$ cat src/rtl/btn_sel_debounce_pkg.sv
// Shared definitions for push-button debouncing blocks.
package btn_sel_debounce_pkg;

  // Default debounce window in clock cycles.
  localparam int unsigned DEBOUNCE_CYCLES_DEFAULT = 1000000;

  // Debounce FSM states.
  typedef enum logic [1:0] {
    ST_IDLE         = 2'd0,
    ST_PRESS_WAIT   = 2'd1,
    ST_HELD         = 2'd2,
    ST_RELEASE_WAIT = 2'd3
  } state_t;

endpackage : btn_sel_debounce_pkg

$ cat src/rtl/sync2.sv
// Two-flop synchroniser for asynchronous board inputs, resets to 0.
module sync2 (
  input  logic clk,
  input  logic rst,
  input  logic d,
  output logic q
);

  logic s1;

  // Shift the raw level through two flops to settle metastability.
  always_ff @(posedge clk or posedge rst) begin
    if (rst) begin
      s1 <= 1'b0;
      q  <= 1'b0;
    end else begin
      s1 <= d;
      q  <= s1;
    end
  end

endmodule : sync2

$ cat src/rtl/btn_sel_debounce.sv
// Push-button debouncer producing a toggle select plus press/release pulses.
module btn_sel_debounce
  import btn_sel_debounce_pkg::*;
#(
  parameter int unsigned DEBOUNCE_CYCLES = DEBOUNCE_CYCLES_DEFAULT,
  parameter int unsigned CNT_W           = $clog2(DEBOUNCE_CYCLES),
  parameter logic        SEL_INIT        = 1'b0
) (
  input  logic clk,
  input  logic rst,
  input  logic btn_in,
  output logic sel,
  output logic btn_level,
  output logic press_pulse,
  output logic release_pulse
);

  localparam logic [CNT_W-1:0] CNT_LAST = CNT_W'(DEBOUNCE_CYCLES - 1);

  logic             b_s;
  state_t           state;
  logic [CNT_W-1:0] cnt;

  sync2 u_sync (
    .clk (clk),
    .rst (rst),
    .d   (btn_in),
    .q   (b_s)
  );

  // Debounce FSM: a new level is accepted only after it holds for the full window.
  always_ff @(posedge clk or posedge rst) begin
    if (rst) begin
      state         <= ST_IDLE;
      cnt           <= '0;
      btn_level     <= 1'b0;
      press_pulse   <= 1'b0;
      release_pulse <= 1'b0;
      sel           <= SEL_INIT;
    end else begin
      press_pulse   <= 1'b0;
      release_pulse <= 1'b0;
      case (state)
        ST_IDLE: begin
          cnt <= '0;
          if (b_s) begin
            state <= ST_PRESS_WAIT;
          end
        end
        ST_PRESS_WAIT: begin
          if (!b_s) begin
            state <= ST_IDLE;
            cnt   <= '0;
          end else if (cnt == CNT_LAST) begin
            state       <= ST_HELD;
            cnt         <= '0;
            btn_level   <= 1'b1;
            press_pulse <= 1'b1;
            sel         <= ~sel;
          end else begin
            cnt <= cnt + CNT_W'(1);
          end
        end
        ST_HELD: begin
          cnt <= '0;
          if (!b_s) begin
            state <= ST_RELEASE_WAIT;
          end
        end
        ST_RELEASE_WAIT: begin
          if (b_s) begin
            state <= ST_HELD;
            cnt   <= '0;
          end else if (cnt == CNT_LAST) begin
            state         <= ST_IDLE;
            cnt           <= '0;
            btn_level     <= 1'b0;
            release_pulse <= 1'b1;
          end else begin
            cnt <= cnt + CNT_W'(1);
          end
        end
        default: begin
          state <= ST_IDLE;
          cnt   <= '0;
        end
      endcase
    end
  end

endmodule : btn_sel_debounce

$ cat config.mk
export PLATFORM = sky130hd
export DESIGN_NAME = btn_sel_debounce
export DESIGN_NICKNAME = d
export VERILOG_FILES = /design/src/rtl/btn_sel_debounce_pkg.sv /design/src/rtl/sync2.sv /design/src/rtl/btn_sel_debounce.sv
export SDC_FILE = /design/constraint.sdc
export NUM_CORES = 1
export LEC_CHECK = 0
export ABC_CLOCK_PERIOD_IN_PS = 4500
export CORE_MARGIN = 3
export CORE_UTILIZATION = 66
export CTS_BUF_LIST = sky130_fd_sc_hd__clkbuf_4
export DETAILED_ROUTE_END_ITERATION = 7
export PLACE_DENSITY = 0.86
export SYNTH_ARGS = -nofsm -noshare
export SYNTH_HDL_FRONTEND = slang
export SYNTH_SLANG_ARGS = --single-unit
$ cat constraint.sdc
create_clock -name clk -period 4.5 [get_ports clk]
set_input_delay 0.675 -clock clk [delete_from_list [all_inputs] [get_ports clk]]
set_output_delay 0.675 -clock clk [all_outputs]
set_load 0.005 [all_outputs]
==> results of run 1 <==
-- report_power, final --
part	switching (W)	internal [W]	leakage, nW
Sequential	0.00000257	0.000254	0.383
Combinational	0.00000946	0.00000345	0.224
Clock	0.0000709	0.0000327	0.0154
-- per-stage QoR --
stage | hold slack, ns | area (sq um) | utilization [%] | cells | worst slack [ns]
2_1_floorplan | 0.331 | 1400 | - | 131 | 2.83
3_5_place_dp | 0.340 | 1480 | 74.8 | 162 | 2.56
3_3_place_gp | 0.333 | 1480 | 74.8 | 162 | 2.62
6_report | 0.367 | 1510 | 76.1 | 166 | 2.58
5_1_grt | 0.376 | 1510 | 76.1 | 166 | 2.49
4_1_cts | 0.373 | 1510 | 76.1 | 166 | 2.57
-- area by class of cell --
cell class / instances / area, sq um / share of cell area (%)
sequential: 28 / 701 / 46.4
multi-input combinational: 93 / 658 / 43.6
timing repair buffer: 6 / 60.1 / 3.98
tap: 27 / 33.8 / 2.24
inverter: 8 / 30.0 / 1.99
clock buffer: 3 / 22.5 / 1.49
clock inverter: 1 / 3.75 / 0.249
-- registers in the layout, summed over array words and instances (netlist names), named ones only --
name           flops
btn_level          1
cnt               20
press_pulse        1
release_pulse      1
sel                1
state              1
u_sync.q           1
u_sync.s1          1
-- cells by family (layout without fill, tap and decap cells) --
group,count (synthesis),after routing,share of synthesized area (%)
simple gates,65,65,29.6
buf+inv,10,18,3.21
mux,1,1,0.802
flops,28,28,49.9
xor+xnor,16,16,9.98
compound gates,10,10,5.61
fa+ha+maj,1,1,0.891
-- cell usage after synthesis, types with 2 or more instances --
cell type                 number
sky130_fd_sc_hd__nand2_1       6
sky130_fd_sc_hd__nand4_4       2
sky130_fd_sc_hd__dfrtp_1      28
sky130_fd_sc_hd__nor2_1       17
sky130_fd_sc_hd__o31ai_1       2
sky130_fd_sc_hd__and4_1        2
sky130_fd_sc_hd__and2_1        2
sky130_fd_sc_hd__and4_4        2
sky130_fd_sc_hd__xor2_1        6
sky130_fd_sc_hd__nand3_1       5
sky130_fd_sc_hd__o21ai_0       2
sky130_fd_sc_hd__inv_1         8
sky130_fd_sc_hd__buf_4         2
sky130_fd_sc_hd__or3_2         2
sky130_fd_sc_hd__nand4_1       8
sky130_fd_sc_hd__nor3_1        6
sky130_fd_sc_hd__nor4_1        3
sky130_fd_sc_hd__a21oi_1       3
sky130_fd_sc_hd__xnor2_1      10
-- layout by cell type (no fill, tap or decap), drive strengths merged, types with 5 or more instances in the layout --
cell | synthesis | routed
nand3 | 5 | 5
xor2 | 6 | 6
nand2 | 7 | 7
nand4 | 10 | 10
clkdlybuf4s50 | 0 | 6
nor2 | 17 | 17
inv | 8 | 8
nor3 | 6 | 6
dfrtp | 28 | 28
xnor2 | 10 | 10
-- layer usage --
layer | GRT usage [%] | part of all wire (%) | up-vias
li1 | - | - | 485
met1 | 26.7 | 45 | 471
met3 | 5.73 | 3.4 | 5
met2 | 36.6 | 49 | 17
met5 | 0 | 0 | -
met4 | 11.4 | 2.0 | 0
-- final timing paths --
check / from / to
worst min-delay path: u_sync.s1 / u_sync.q
worst max register to register: cnt[0] / cnt[6]
worst max-delay path: sel / sel
min in group asynchronous: rst / cnt[6]
max in group asynchronous: rst / cnt[1]
worst min register to register: u_sync.s1 / u_sync.q
==> out/results.md, run 1 <==
* **outcome** completed
* **ratio of total power to cell area** 247 nW/um^2
* **First-pass DRT Iterations** 4
* **kind of launch point of the worst setup path** flop
* **critical path type** reg -> out
* **post-layout minimum cycle time** 1.92 ns
* **critical path data arrival time** 1.24 ns
* **TritonCTS clock tree** yes
* **worst-path cell chain** clkdlybuf4s50_1
* **Worst Hold Class** reg -> reg
* **highest achievable clock rate** 0.522 GHz
* **Num CTS Buffers** 3
* **RSZ-0062 raised after global routing** false
* **Synth area leaders** sky130_fd_sc_hd__dfrtp_1 (50%), sky130_fd_sc_hd__xnor2_1 (6.2%), sky130_fd_sc_hd__nor2_1 (4.5%), sky130_fd_sc_hd__xor2_1 (3.7%), sky130_fd_sc_hd__nand4_1 (3.6%)
* **number of max-cap violations** 0
* **filler cell count** 136
* **Syn Area/Cell** 10.7 sq um
* **Avg Vias per Cell** 5.89
* **DRC violation total after the first TritonRoute iteration** 33
* **number of buffers inserted by hold repair at cts** 0
* **area fraction of the dominant cell type after synthesis** 49.9%
* **setup violators final** 0
* **mapped cell area** 1400 sq um
* **Yosys cell types** 34
* **initial antenna violation count** 0
* **minimum setup slack among reg-to-reg paths** 2.63 ns
* **area delta synth->final** 7.49%
* **final hold violation count** 0
* **sum of overflow across all layers after global routing** 0
* **highest cell delay on the worst timing path** 0.51 ns
* **number of cells on the critical path** 1
* **wire length of the first global-routing pass** 4310 microns
* **proportion of layout cells with a drive suffix above 1** 11.5%
* **latest clock arrival within the worst-skew pair** 0.33 ns
* **number of nets in the final layout** 144
* **length in cells of the worst reg-to-reg path** 5
* **cell type with the largest total area after synthesis** sky130_fd_sc_hd__dfrtp_1
* **Overall Power** 0.000373 W
* **Final GP Congestion** 0.804
* **fin. max-slew vios** 0
* **pin count of the biggest net entering global routing** 29
* **YS warnings** 0
* **Critical Path Slowest Stage Cell** sky130_fd_sc_hd__clkdlybuf4s50_1
* **Vias** 978
* **count of boundary I/O pins** 7
* **via count of the first global-routing pass** 976
* **remaining antenna violation count** 0
* **proportion of synthesized flip-flops having asynchronous set or reset** 100%
* **Hold Crit Depth** 0
* **worst-case headroom to the max-slew limit** 32.2%
* **clock skew after layout** 0.00649 ns
* **required arrival time at the worst endpoint** 3.83 ns
* **Total Die Area** 2720 sq um
* **Tightest Pin Transition** 1.02 ns
* **clock sink count** 28
* **floorplan die width** 52.1 microns
* **leakage power figure** 0.622 nW
* **maximum fanout encountered on the critical timing path** 2
* **Placement Rows** 16
* **wire per inst** 15.4 microns
* **gate count after technology mapping** 131
* **placed wire-length estimate** 1810 microns
* **number of buffers inserted by port buffering** 6
* **overall die height** 52.1 microns
* **post_cts resized** 0
* **nets in the synthesized netlist** 135
* **sum of buffers and inverters on the critical path** 1
* **share of the cycle needed by the critical path after routing** 42.6%
* **number of antenna repair diodes** 0
* **number of flops mapped to enable cells by yosys** 0
* **H-Tree Level Count** 1
* **initial cell density of the core** 70.8%
* **sequential-to-total area share from yosys stat** 49.9%
* **DRC violations left** 0
* **number of synthesized register bits** 28
* **Worst VDD drop** 255 uV
* **most used flip-flop cell after synthesis** sky130_fd_sc_hd__dfrtp_1
* **Bufs on Longest Clock Path** 2
* **core outline area** 1980 sq um
* **Clock transition at path regs** 0.14 ns
* **# Post-CTS Setup Buffers** 0
* **Root Buffer** sky130_fd_sc_hd__clkbuf_4
* **wirelength, routed** 2560 microns
* **CP endpoint kind** output pin
* **final setup TNS** 0 ns
* **critical path's top delay family** buffers and inverters
* **total track usage** 22.3%
Power figures use the tool's default switching activity.
==> run 2: changes to the inputs <==
--- a/config.mk
+++ b/config.mk
@@ -5,12 +5,12 @@
 export SDC_FILE = /design/constraint.sdc
 export NUM_CORES = 1
 export LEC_CHECK = 0
-export ABC_CLOCK_PERIOD_IN_PS = 4500
+export ABC_CLOCK_PERIOD_IN_PS = 1800
 export CORE_MARGIN = 3
-export CORE_UTILIZATION = 66
+export CORE_UTILIZATION = 61
 export CTS_BUF_LIST = sky130_fd_sc_hd__clkbuf_4
 export DETAILED_ROUTE_END_ITERATION = 7
-export PLACE_DENSITY = 0.86
+export PLACE_DENSITY = 0.81
 export SYNTH_ARGS = -nofsm -noshare
 export SYNTH_HDL_FRONTEND = slang
 export SYNTH_SLANG_ARGS = --single-unit
==> constraint.sdc (replaced) <==
create_clock -name clk -period 1.8 [get_ports clk]
set_input_delay 0.27 -clock clk [delete_from_list [all_inputs] [get_ports clk]]
set_output_delay 0.27 -clock clk [all_outputs]
set_load 0.005 [all_outputs]
==> out/results.md, run 2 (synthesis gave the netlist of run 1 again) <==
* **outcome** completed, unchanged
* **commonest non-fill, non-tap cell in the layout** sky130_fd_sc_hd__dfrtp_1, unchanged
* **Placement Rows** 16, unchanged
* **latest clock arrival within the worst-skew pair** 0.33 ns, about the same
* **combinational share of power** 4.6%, was 3.5%
* **maximum fanout encountered on the critical timing path** 5, was 2
* **core outline area** 2060 sq um, was 1980 sq um
* **number of buffers inserted by port buffering** 6, unchanged
* **CP endpoint kind** flop, was output pin
* **H-Tree Level Count** 1, unchanged
* **clock skew after layout** 0.00316 ns, was 0.00649 ns
* **Tightest Pin Transition** 0.354 ns, was 1.02 ns
* **number of buffers inserted by hold repair at cts** 0, unchanged
* **setup violators final** 0, unchanged
* **Num CTS Buffers** 3, unchanged
* **post-layout minimum cycle time** 1.72 ns
* **most frequent cells in the layout** sky130_fd_sc_hd__dfrtp_1 (28), sky130_fd_sc_hd__nor2_1 (17), sky130_fd_sc_hd__xnor2_1 (10), unchanged
* **wirelength, routed** 2710 microns, was 2560 microns
* **wire length of the first global-routing pass** 4690 microns, was 4310 microns
* **TritonCTS clock tree** yes, unchanged
* **critical path launch point** cnt[1], was sel
* **floorplan die width** 54.0 microns, was 52.1 microns
* **Worst Slack Setup Final** 0.0813 ns, was 2.58 ns
* **Worst Hold Class** in -> async, was reg -> reg
* **total track usage** 22.2%, was 22.3%
* **clock sink count** 28, unchanged
* **number of nets in the final layout** 153, was 144
* **Worst VDD drop** 669 uV, was 255 uV
* **final standard cell count with taps included and fillers excluded** 175, was 166
* **DRC violations left** 0, unchanged
* **Switching Share** 22.4%, was 22.2%
* **kind of launch point of the worst setup path** flop, unchanged
* **leakage power figure** 0.674 nW, was 0.622 nW
* **required arrival time at the worst endpoint** 2.07 ns, was 3.83 ns
* **Placed Instances** 169, was 162
* **Total Die Area** 2910 sq um, was 2720 sq um
* **number of max-cap violations** 0, unchanged
* **proportion of layout cells with a drive suffix above 1** 17.6%, was 11.5%
* **highest achievable clock rate** 0.582 GHz
* **Largest register FFs** 20, unchanged
* **launch point of the worst reg-to-reg path** cnt[1], was cnt[0]
* **pin count of the biggest net entering global routing** 29, unchanged
* **switching power summed over all nets** 0.000212 W, was 0.0000829 W
* **final hold violation count** 0, unchanged
* **Avg Vias per Cell** 5.83, was 5.89
* **Bufs on Longest Clock Path** 2, unchanged
* **Vias** 1021, was 978
* **Final GP Congestion** 0.844, was 0.804
* **area delta synth->final** 13.5%, was 7.49%
* **Clock transition at path regs** 0.14 ns, about the same
* **critical path data arrival time** 1.99 ns, was 1.24 ns
* **register with the highest flop count** cnt, unchanged
* **portion of total power attributed to the clock network** 27.5%, was 27.8%
* **highest cell delay on the worst timing path** 0.49 ns, was 0.51 ns
* **total internal power** 0.000733 W, was 0.000290 W
* **Min Hold Slack** 0.292 ns, was 0.367 ns
* **share of the cycle needed by the critical path after routing** 95.5%
* **critical path type** reg -> reg, was reg -> out
* **count of boundary I/O pins** 7, unchanged
* **ratio of total power to cell area** 593 nW/um^2, was 247 nW/um^2
* **remaining antenna violation count** 0, unchanged
* **fin. max-slew vios** 0, unchanged
* **Root Buffer** sky130_fd_sc_hd__clkbuf_4, unchanged
* **Critical Path Slowest Stage Cell** sky130_fd_sc_hd__or4_1, was sky130_fd_sc_hd__clkdlybuf4s50_1
* **worst-path cell chain** ha_1, and4_4, nand2_2, or4_1, a21oi_1, was clkdlybuf4s50_1
* **placed wire-length estimate** 1940 microns, was 1810 microns
* **Setup WS pre-CTS** 0.0555 ns, was 2.56 ns
* **sequential power share** 67.8%, was 68.8%
* **via count of the first global-routing pass** 1060, was 976
* **sum of overflow across all layers after global routing** 0, unchanged
* **initial antenna violation count** 0, unchanged
* **DRC violation total after the first TritonRoute iteration** 35, was 33
* **initial cell density of the core** 68.1%, was 70.8%
* **wire per inst** 15.5 microns, was 15.4 microns
* **First-pass DRT Iterations** 6, was 4
* **worst-case headroom to the max-slew limit** 76.2%, was 32.2%
* **overall die height** 54.0 microns, was 52.1 microns
* **number of antenna repair diodes** 0, unchanged
run 2: cell types whose count changed in the layout (fill, tap and decap cells not counted):
cell / delta
sky130_fd_sc_hd__buf_12: +1
sky130_fd_sc_hd__buf_4: +8
sky130_fd_sc_hd__nor3_1: -1
sky130_fd_sc_hd__nor3_2: +1
run 2: what timing repair did:
action,in CTS,in global routing
buffers inserted,0,2
setup endpoints to repair,0,2
resized for setup,0,1
run 2: stage by stage:
step                utilization, %  power [W]  setup TNS, ns  area, sq um
detailed placement            75.1   0.000693              0         1550
CTS                           76.3   0.000949              0         1570
floorplan                        -   0.000675              0         1400
global route                  77.3   0.000987        -0.0241         1590
global placement              75.1   0.000693              0         1550
finish                        77.3   0.000945              0         1590
run 2: final cells by class:
| class | instances | area [sq um] |
|---|---|---|
| clock inverters | 1 | 3.75 |
| clock buffers | 3 | 22.5 |
| flip-flops and latches | 28 | 701 |
| inverters | 8 | 30.0 |
| well taps | 27 | 33.8 |
| repair buffers | 15 | 140 |
| fillers | 134 | 468 |
| multi-input cells | 93 | 663 |
run 2: power by group through the flow:
stage                     sequential, W  combinational (W)  clock (W)
after floorplan                0.000651          0.0000241          0
after global placement         0.000652          0.0000403          0
after detailed placement       0.000653          0.0000407          0
after CTS                      0.000641          0.0000407   0.000267
after global routing           0.000642          0.0000484   0.000296
final                          0.000641          0.0000436   0.000260
run 2: path summary, 6_finish.rpt:
| check | to | slack, ns | cells past startpoint |
|---|---|---|---|
| min in group clk | u_sync.s1 | 0.36 | 1 |
| max in group asynchronous | cnt[0] | 1.25 | 3 |
| min reg2reg | u_sync.q | 0.38 | 0 |
| min | cnt[3] | 0.29 | 3 |
| max reg2reg | cnt[18] | 0.08 | 5 |
| max | cnt[18] | 0.08 | 5 |
run 2: critical path, delay by kind of cell (launching register included):
| family | cells | cell delay [ns] |
|---|---|---|
| AOI/OAI and AO/OA | 1 | 0.15 |
| DFF | 1 | 0.43 |
| adders and majority gates | 1 | 0.22 |
| and+or+nand+nor | 3 | 0.87 |
run 2: layer usage:
layer / track usage, % / wire length (microns) / vias to the layer above
met2: 36.1 / 1350 / 27
met1: 29.7 / 1190 / 490
met5: 0 / 0 / -
li1: - / - / 500
met3: 6.37 / 147 / 4
met4: 4.15 / 23 / 0
==> run 3: changes to the inputs <==
--- a/config.mk
+++ b/config.mk
@@ -6,6 +6,7 @@
 export NUM_CORES = 1
 export LEC_CHECK = 0
 export ABC_CLOCK_PERIOD_IN_PS = 1800
+export CAP_MARGIN = 20
 export CORE_MARGIN = 3
 export CORE_UTILIZATION = 61
 export CTS_BUF_LIST = sky130_fd_sc_hd__clkbuf_4
==> results of run 3 <==
The final DEF is identical to that of run 2; final timing and power are the same.
